<file path="config.mk">
export PLATFORM = sky130hd
export DESIGN_NAME = mib_master_retry
export DESIGN_NICKNAME = d
export VERILOG_FILES = /design/src/rtl/mib_master_retry.sv
export SDC_FILE = /design/constraint.sdc
export NUM_CORES = 1
export LEC_CHECK = 0
export CORE_MARGIN = 1
export CORE_UTILIZATION = 46
export CTS_CLUSTER_DIAMETER = 200
export CTS_CLUSTER_SIZE = 25
export DETAILED_ROUTE_END_ITERATION = 7
export PLACE_DENSITY = 0.73
export SKIP_CTS_REPAIR_TIMING = 1
export SLEW_MARGIN = 40
export SYNTH_ARGS = -nofsm -noshare
export SYNTH_HDL_FRONTEND = slang
export SYNTH_SLANG_ARGS = --single-unit
</file>
<file path="constraint.sdc">
create_clock -name i_sysclk -period 2.3 [get_ports i_sysclk]
set_input_delay 0.575 -clock i_sysclk [delete_from_list [all_inputs] [get_ports i_sysclk]]
set_output_delay 0.575 -clock i_sysclk [all_outputs]
set_load 0.01 [all_outputs]
</file>
<file path="src/rtl/mib_master_retry.sv">
// Cmd-bus to MIB bridge: serialises address/data beats, per-beat ACK timeout, automatic retry.
// Optional statistics counters are enabled with MIB_MASTER_RETRY_STATS_EN.
module mib_master_retry #(
  parameter int P_ADDR_BITS            = 24,
  parameter int P_DATA_BITS            = 32,
  parameter int P_AD_BITS              = 16,
  parameter int P_MIB_ACK_TIMEOUT_CLKS = 32,
  parameter int P_MAX_RETRIES          = 2
) (
  input  logic                   i_sysclk,
  input  logic                   i_rst_n,
`ifdef MIB_MASTER_RETRY_STATS_EN
  output logic [15:0]            o_stat_timeouts,
  output logic [15:0]            o_stat_fails,
`endif
  input  logic                   i_cmd_sel,
  input  logic                   i_cmd_rd_wr_n,
  input  logic [P_ADDR_BITS-1:0] i_cmd_byte_addr,
  input  logic [P_DATA_BITS-1:0] i_cmd_wdata,
  output logic                   o_cmd_ack,
  output logic [P_DATA_BITS-1:0] o_cmd_rdata,
  output logic                   o_cmd_timeout,
  output logic                   o_busy,
  input  logic [P_AD_BITS-1:0]   i_mib_ad,
  input  logic                   i_mib_slave_ack,
  output logic                   o_mib_start,
  output logic                   o_mib_rd_wr_n,
  output logic [P_AD_BITS-1:0]   o_mib_ad,
  output logic                   o_mib_ad_high_z
);

  localparam int ABEATS = (P_ADDR_BITS + P_AD_BITS - 1) / P_AD_BITS;
  localparam int DBEATS = (P_DATA_BITS + P_AD_BITS - 1) / P_AD_BITS;
  localparam int AEXT   = ABEATS * P_AD_BITS;
  localparam int DEXT   = DBEATS * P_AD_BITS;
  localparam int MAXB   = (ABEATS > DBEATS) ? ABEATS : DBEATS;
  localparam int BW     = (MAXB > 1) ? $clog2(MAXB) : 1;
  localparam int TW     = $clog2(P_MIB_ACK_TIMEOUT_CLKS);
  localparam int RW     = (P_MAX_RETRIES > 0) ? $clog2(P_MAX_RETRIES + 1) : 1;

  typedef enum logic [2:0] {
    S_IDLE, S_ADDR, S_WDATA, S_TURN, S_RDATA, S_DONE, S_BACKOFF
  } state_t;

  // Beat b of the zero-extended address, most significant beat first.
  function automatic logic [P_AD_BITS-1:0] addr_beat(input logic [P_ADDR_BITS-1:0] a,
                                                     input logic [BW-1:0] b);
    logic [AEXT-1:0] ext;
    ext = AEXT'(a);
    return P_AD_BITS'(ext >> ((ABEATS - 1 - int'(b)) * P_AD_BITS));
  endfunction

  function automatic logic [P_AD_BITS-1:0] data_beat(input logic [P_DATA_BITS-1:0] d,
                                                     input logic [BW-1:0] b);
    logic [DEXT-1:0] ext;
    ext = DEXT'(d);
    return P_AD_BITS'(ext >> ((DBEATS - 1 - int'(b)) * P_AD_BITS));
  endfunction

  state_t                 state_q, state_d;
  logic [BW-1:0]          beat_q, beat_d;
  logic [TW-1:0]          tcnt_q, tcnt_d;
  logic [RW-1:0]          retry_q, retry_d;
  logic                   bo_q, bo_d;
  logic                   fail_q, fail_d;
  logic                   rd_wr_n_q, rd_wr_n_d;
  logic [P_ADDR_BITS-1:0] addr_q, addr_d;
  logic [P_DATA_BITS-1:0] wdata_q, wdata_d;
  logic [DEXT-1:0]        shift_q, shift_d;
  logic                   abort_s;

  logic                   cmd_ack_q, cmd_ack_d;
  logic [P_DATA_BITS-1:0] cmd_rdata_q, cmd_rdata_d;
  logic                   cmd_timeout_q, cmd_timeout_d;
  logic                   busy_q, busy_d;
  logic                   mib_start_q, mib_start_d;
  logic                   mib_rd_wr_n_q, mib_rd_wr_n_d;
  logic [P_AD_BITS-1:0]   mib_ad_q, mib_ad_d;
  logic                   mib_high_z_q, mib_high_z_d;

  // Next-state logic: beat sequencing, ACK timeout and retry decisions.
  always_comb begin
    state_d   = state_q;
    beat_d    = beat_q;
    tcnt_d    = tcnt_q;
    retry_d   = retry_q;
    bo_d      = bo_q;
    fail_d    = fail_q;
    rd_wr_n_d = rd_wr_n_q;
    addr_d    = addr_q;
    wdata_d   = wdata_q;
    shift_d   = shift_q;
    abort_s   = 1'b0;
    case (state_q)
      S_IDLE: begin
        if (i_cmd_sel) begin
          rd_wr_n_d = i_cmd_rd_wr_n;
          addr_d    = i_cmd_byte_addr;
          wdata_d   = i_cmd_wdata;
          retry_d   = '0;
          fail_d    = 1'b0;
          beat_d    = '0;
          state_d   = S_ADDR;
        end else begin
          state_d = S_IDLE;
        end
      end
      S_ADDR: begin
        if (beat_q == BW'(ABEATS - 1)) begin
          beat_d  = '0;
          tcnt_d  = '0;
          state_d = rd_wr_n_q ? S_TURN : S_WDATA;
        end else begin
          beat_d = beat_q + BW'(1);
        end
      end
      S_WDATA, S_RDATA: begin
        // An ACK on the terminal-count clock still completes the beat.
        if (i_mib_slave_ack) begin
          tcnt_d = '0;
          if (state_q == S_RDATA) begin
            shift_d = (shift_q << P_AD_BITS) | DEXT'(i_mib_ad);
          end else begin
            shift_d = shift_q;
          end
          if (beat_q == BW'(DBEATS - 1)) begin
            state_d = S_DONE;
          end else begin
            beat_d = beat_q + BW'(1);
          end
        end else if (tcnt_q == TW'(P_MIB_ACK_TIMEOUT_CLKS - 1)) begin
          abort_s = 1'b1;
          bo_d    = 1'b0;
          state_d = S_BACKOFF;
        end else begin
          tcnt_d = tcnt_q + TW'(1);
        end
      end
      S_TURN: begin
        beat_d  = '0;
        tcnt_d  = '0;
        state_d = S_RDATA;
      end
      S_DONE: begin
        state_d = S_IDLE;
      end
      S_BACKOFF: begin
        if (!bo_q) begin
          bo_d = 1'b1;
        end else begin
          bo_d   = 1'b0;
          beat_d = '0;
          if (int'(retry_q) < P_MAX_RETRIES) begin
            retry_d = retry_q + RW'(1);
            state_d = S_ADDR;
          end else begin
            fail_d  = 1'b1;
            state_d = S_DONE;
          end
        end
      end
      default: begin
        state_d = S_IDLE;
      end
    endcase
  end

  // Output decode from the next state so every output leaves a flop.
  always_comb begin
    cmd_ack_d     = (state_d == S_DONE);
    cmd_timeout_d = (state_d == S_DONE) && fail_d;
    busy_d        = (state_d != S_IDLE) && (state_d != S_DONE);
    mib_start_d   = (state_d == S_ADDR) && (beat_d == '0);
    mib_high_z_d  = !((state_d == S_ADDR) || (state_d == S_WDATA));
    mib_rd_wr_n_d = rd_wr_n_d;
    cmd_rdata_d   = cmd_rdata_q;
    if (state_d == S_DONE) begin
      if (fail_d) begin
        cmd_rdata_d = '0;
      end else if (rd_wr_n_d) begin
        cmd_rdata_d = shift_d[P_DATA_BITS-1:0];
      end else begin
        cmd_rdata_d = cmd_rdata_q;
      end
    end else begin
      cmd_rdata_d = cmd_rdata_q;
    end
    case (state_d)
      S_ADDR:  mib_ad_d = addr_beat(addr_d, beat_d);
      S_WDATA: mib_ad_d = data_beat(wdata_d, beat_d);
      default: mib_ad_d = '0;
    endcase
  end

  // State and output registers.
  always_ff @(posedge i_sysclk or negedge i_rst_n) begin
    if (!i_rst_n) begin
      state_q       <= S_IDLE;
      beat_q        <= '0;
      tcnt_q        <= '0;
      retry_q       <= '0;
      bo_q          <= 1'b0;
      fail_q        <= 1'b0;
      rd_wr_n_q     <= 1'b1;
      addr_q        <= '0;
      wdata_q       <= '0;
      shift_q       <= '0;
      cmd_ack_q     <= 1'b0;
      cmd_rdata_q   <= '0;
      cmd_timeout_q <= 1'b0;
      busy_q        <= 1'b0;
      mib_start_q   <= 1'b0;
      mib_rd_wr_n_q <= 1'b1;
      mib_ad_q      <= '0;
      mib_high_z_q  <= 1'b1;
    end else begin
      state_q       <= state_d;
      beat_q        <= beat_d;
      tcnt_q        <= tcnt_d;
      retry_q       <= retry_d;
      bo_q          <= bo_d;
      fail_q        <= fail_d;
      rd_wr_n_q     <= rd_wr_n_d;
      addr_q        <= addr_d;
      wdata_q       <= wdata_d;
      shift_q       <= shift_d;
      cmd_ack_q     <= cmd_ack_d;
      cmd_rdata_q   <= cmd_rdata_d;
      cmd_timeout_q <= cmd_timeout_d;
      busy_q        <= busy_d;
      mib_start_q   <= mib_start_d;
      mib_rd_wr_n_q <= mib_rd_wr_n_d;
      mib_ad_q      <= mib_ad_d;
      mib_high_z_q  <= mib_high_z_d;
    end
  end

  assign o_cmd_ack       = cmd_ack_q;
  assign o_cmd_rdata     = cmd_rdata_q;
  assign o_cmd_timeout   = cmd_timeout_q;
  assign o_busy          = busy_q;
  assign o_mib_start     = mib_start_q;
  assign o_mib_rd_wr_n   = mib_rd_wr_n_q;
  assign o_mib_ad        = mib_ad_q;
  assign o_mib_ad_high_z = mib_high_z_q;

`ifdef MIB_MASTER_RETRY_STATS_EN
  logic [15:0] stat_to_q, stat_to_d;
  logic [15:0] stat_fail_q, stat_fail_d;
  logic        fail_evt_s;

  // Saturating counters of aborted attempts and of failed transactions.
  always_comb begin
    fail_evt_s  = (state_q == S_BACKOFF) && (state_d == S_DONE);
    stat_to_d   = stat_to_q;
    stat_fail_d = stat_fail_q;
    if (abort_s && (stat_to_q != 16'hFFFF)) begin
      stat_to_d = stat_to_q + 16'd1;
    end else begin
      stat_to_d = stat_to_q;
    end
    if (fail_evt_s && (stat_fail_q != 16'hFFFF)) begin
      stat_fail_d = stat_fail_q + 16'd1;
    end else begin
      stat_fail_d = stat_fail_q;
    end
  end

  // Statistics registers, cleared only by reset.
  always_ff @(posedge i_sysclk or negedge i_rst_n) begin
    if (!i_rst_n) begin
      stat_to_q   <= 16'd0;
      stat_fail_q <= 16'd0;
    end else begin
      stat_to_q   <= stat_to_d;
      stat_fail_q <= stat_fail_d;
    end
  end

  assign o_stat_timeouts = stat_to_q;
  assign o_stat_fails    = stat_fail_q;
`else
  logic unused_abort_s;
  assign unused_abort_s = abort_s;
`endif

endmodule

</file>
==> key figures <==
Outcome
  • Status: finished clean

Timing
  • Max-slew violations: 0
  • RSZ-0062 raised after global routing: true
  • Tmin final: about 2.3 ns
  • Peak Freq: 0.444 GHz
  • Period Utilization, post-route: 0.979
  • Worst Tran Pin Value: 0.588 ns
  • Hold Vio Cnt, Final: 0
  • Setup-failing EPs final: 0
  • Clock skew: 0.0116 ns
  • Max_slew headroom: 0.608
  • Setup total negative slack: 0 ns

Cells and area
  • Ant diodes: 0
  • Area Overhead vs Synth: 37.8%
  • Final #Nets: 712
  • Design area: 8860 um^2
  • Final Non-Filler Cells: 822
  • Layout cells sized above 1: 0.307

Logic synthesis
  • Syn_nets: around 550
  • Avg Cell Area, Syn: approximately 14 um^2
  • Ranking of synthesized cells by area: dfrtp_1 (60%), mux2_2 (16%), a22o_1 (4.4%), mux2i_1 (2.6%), a21oi_1 (1.3%)
  • Post-synth EDFFs: 0
  • Adder-Cell Fraction of Synth Area: 0.00389
  • Asr flop ratio synth: 1.00
  • Seq/Total Area, Yosys: 0.604
  • Mapped Cells: 469
  • Synth cell types: 45
  • Largest family of logic cells by synthesized area: multiplexers
  • Complex-gate fraction of the synthesized area: 0.0852
  • Yosys top cell by area: dfrtp_1
  • FF+latch count, synth: 155
  • Mapped cell area: 6430 um^2
  • Warnings from Yosys: 0
  • Post-synth top flop: dfrtp_1
  • Synth top area share: 0.596
  • Post-synthesis mux area share: 0.191
  • Synth Area in XOR/XNOR: 0.00545
  • Simple-gate share of the synthesized area: 0.0747

Critical path
  • Critical Path Sink Type: flop
  • Critical path startpoint category: flop
  • Required time of the critical path: around 2.7 ns
  • Worst Setup Path Type: flop to flop
  • Max Fanout on Critical Path: 9
  • CP arrival: 2.60 ns

Floorplanning
  • Die outline height: around 120 um
  • Core Region: 13500 um^2
  • Initial Utilization: 0.478
  • # IOs: 131
  • Die width: 120 um
  • Die Area: 14500 um^2
  • Core Rows: between 40 and 50

Clocking
  • Clock slew at reported path FFs: 0.06 ns
  • Root Buffer: clkbuf_16
  • Clk_lat worst skew: around 0.43 ns
  • CTS H-tree lvls: 4
  • TritonCTS Buffers: 17
  • Clock Path Buffers: 2
  • TritonCTS clock tree: done
  • Clock Sinks: 155

Pwr
  • Peak VDD IR: 0.636 mV
  • Combinational share of power: 0.424
  • Net switching power: between 3 and 4 mW
  • Switch share: 0.314
  • Cell internal pwr: 8.66 mW
  • Flop pwr share: 0.347
  • Clk pwr share: 0.229
  • LEAKAGE: 3.84 nW
  • P per Cell Area: ~1400 nW/um^2

Drt
  • Avg Vias per Cell: 5.31
  • Vias: 4362
  • DRT Wirelength: about 14 mm
  • DRC Markers: 0
  • DRT Pass-1 Iters: 4
  • Initial DRC Count: 249
  • WL per Instance: 17.3 um
  • Post-route ant nets: 0

Placement
  • # port buffers: 130
  • Placed cells: 787
  • Dpl cell area: 8190 um^2
  • Placer Congestion: around 0.85
  • Detailed-placement wirelength estimate: 9.50 mm

Global routing
  • Vias in the first global route: between 4000 and 5000
  • Total track usage: 0.210
  • Overflow after GRT: 0
  • Largest net degree at the start of global routing: 59
  • First-pass GRT wire length: 23.1 mm
  • Initial antenna violation count: 0

Worst hold path
  • Hold Crit Class: input port to async pin

Job
  • Max-Cap Viols: 0
routing by layer:
metal | global-route usage | share of wire | up-vias
li1 | - | - | 2002
met1 | 0.259 | 0.44 | 2219
met2 | 0.341 | 0.49 | 128
met3 | 0.0802 | 0.064 | 13
met4 | 0.0679 | 0.010 | 0
met5 | 0 | 0 | -
final cells by class:
type	count	area (um^2)
clock buffers	26	509
clock inverters	6	111
fillers	1021	4600
inverters	8	30.0
multi-input cells	274	2360
flip-flops and latches	155	3880
well taps	176	220
repair buffers	177	1740
worst max-delay path, stage by stage (launching register included):
cell,delay [ns]
dfrtp_1,0.40
ha_2,0.20
and3_1,0.18
ha_2,0.18
nand2b_1,0.11
a21o_1,0.14
and2_4,0.15
buf_4,0.13
nand3_1,0.07
buf_4,0.18
or2_2,0.31
a21oi_1,0.12
kinds of logic after synthesis:
| family | after synthesis |
|---|---|
| flip-flops | 155 |
| multiplexers | 111 |
| AND/OR/NAND/NOR | 83 |
| AO/OA/AOI/OAI | 74 |
| buffers and inverters | 40 |
| XOR/XNOR | 4 |
| adder cells (fa/ha/maj) | 2 |
cell usage after synthesis (4+ instances only):
cell type	count
nor2_1	7
a21oi_1	17
or2_2	8
or2_1	5
mux2_2	94
buf_4	5
nand3b_1	9
a22o_1	32
and3_1	5
nor3_1	4
nand3_1	13
inv_1	8
buf_2	16
mux2i_1	17
dfrtp_1	153
o21ai_0	8
buf_6	4
clkbuf_1	6
nand2_1	17
registers in the layout, indices dropped and copies added (netlist names):
| register | count |
|---|---|
| o_cmd_rdata | 32 |
| shift_q | 32 |
| wdata_q | 32 |
| addr_q | 24 |
| o_mib_ad | 16 |
| tcnt_q | 5 |
| state_q | 3 |
| retry_q | 2 |
| beat_q | 1 |
| bo_q | 1 |
| fail_q | 1 |
| o_busy | 1 |
| o_cmd_ack | 1 |
| o_cmd_timeout | 1 |
| o_mib_ad_high_z | 1 |
| o_mib_rd_wr_n | 1 |
| o_mib_start | 1 |
cell usage in the layout (no fill, tap or decap), types with 4 or more instances in the layout:
| cell type | Yosys | routed |
|---|---|---|
| a21oi_1 | 17 | 14 |
| a22o_1 | 32 | 32 |
| buf_12 | 0 | 7 |
| buf_4 | 5 | 40 |
| clkbuf_1 | 6 | 4 |
| clkbuf_16 | 0 | 17 |
| clkbuf_8 | 0 | 5 |
| clkdlybuf4s50_1 | 0 | 129 |
| dfrtp_1 | 153 | 152 |
| inv_1 | 8 | 8 |
| mux2_2 | 94 | 93 |
| mux2i_1 | 17 | 17 |
| nand2_1 | 17 | 16 |
| nand3_1 | 13 | 13 |
| nand3b_1 | 9 | 9 |
| nor2_1 | 7 | 7 |
| nor3_1 | 4 | 4 |
| o21ai_0 | 8 | 8 |
| or2_1 | 5 | 5 |
| or2_2 | 8 | 8 |
metrics by stage:
stage / utilization / power [mW] / hold WS [ns] / worst slack [ns]
2_1_floorplan: - / 7.69 / 0.279 / 0.0139
3_3_place_gp: 0.609 / 9.48 / 0.477 / -0.341
3_5_place_dp: 0.609 / 9.67 / 0.485 / -0.375
4_1_cts: 0.655 / 12.6 / 0.150 / -0.0978
5_1_grt: 0.658 / 13.4 / 0.151 / -0.0666
6_report: 0.658 / 12.6 / 0.130 / 0.0483
power groups by stage:
stage          clock network, mW  registers [mW]  logic [mW]
2_1_floorplan                  0            4.37        3.31
3_3_place_gp                   0            4.35        5.13
3_5_place_dp                   0            4.41        5.26
4_1_cts                     2.94            4.38        5.33
5_1_grt                     3.08            4.50        5.78
6_report                    2.89            4.38        5.36
path summary, 6_finish.rpt:
check                           slack [ns]  cells after the start     endpoint   startpoint
worst max register to register        0.05                     11  o_mib_ad[1]    tcnt_q[1]
worst min-delay path                  0.13                      1  shift_q[15]      i_rst_n
worst min register to register        0.49                      1  shift_q[25]  shift_q[25]
max in group asynchronous             1.53                      2  wdata_q[28]      i_rst_n
min in group i_sysclk                 0.49                      1  shift_q[25]  shift_q[25]
worst max-delay path                  0.05                     11  o_mib_ad[1]    tcnt_q[1]
No activity file was read; power rests on OpenSTA's default activity.
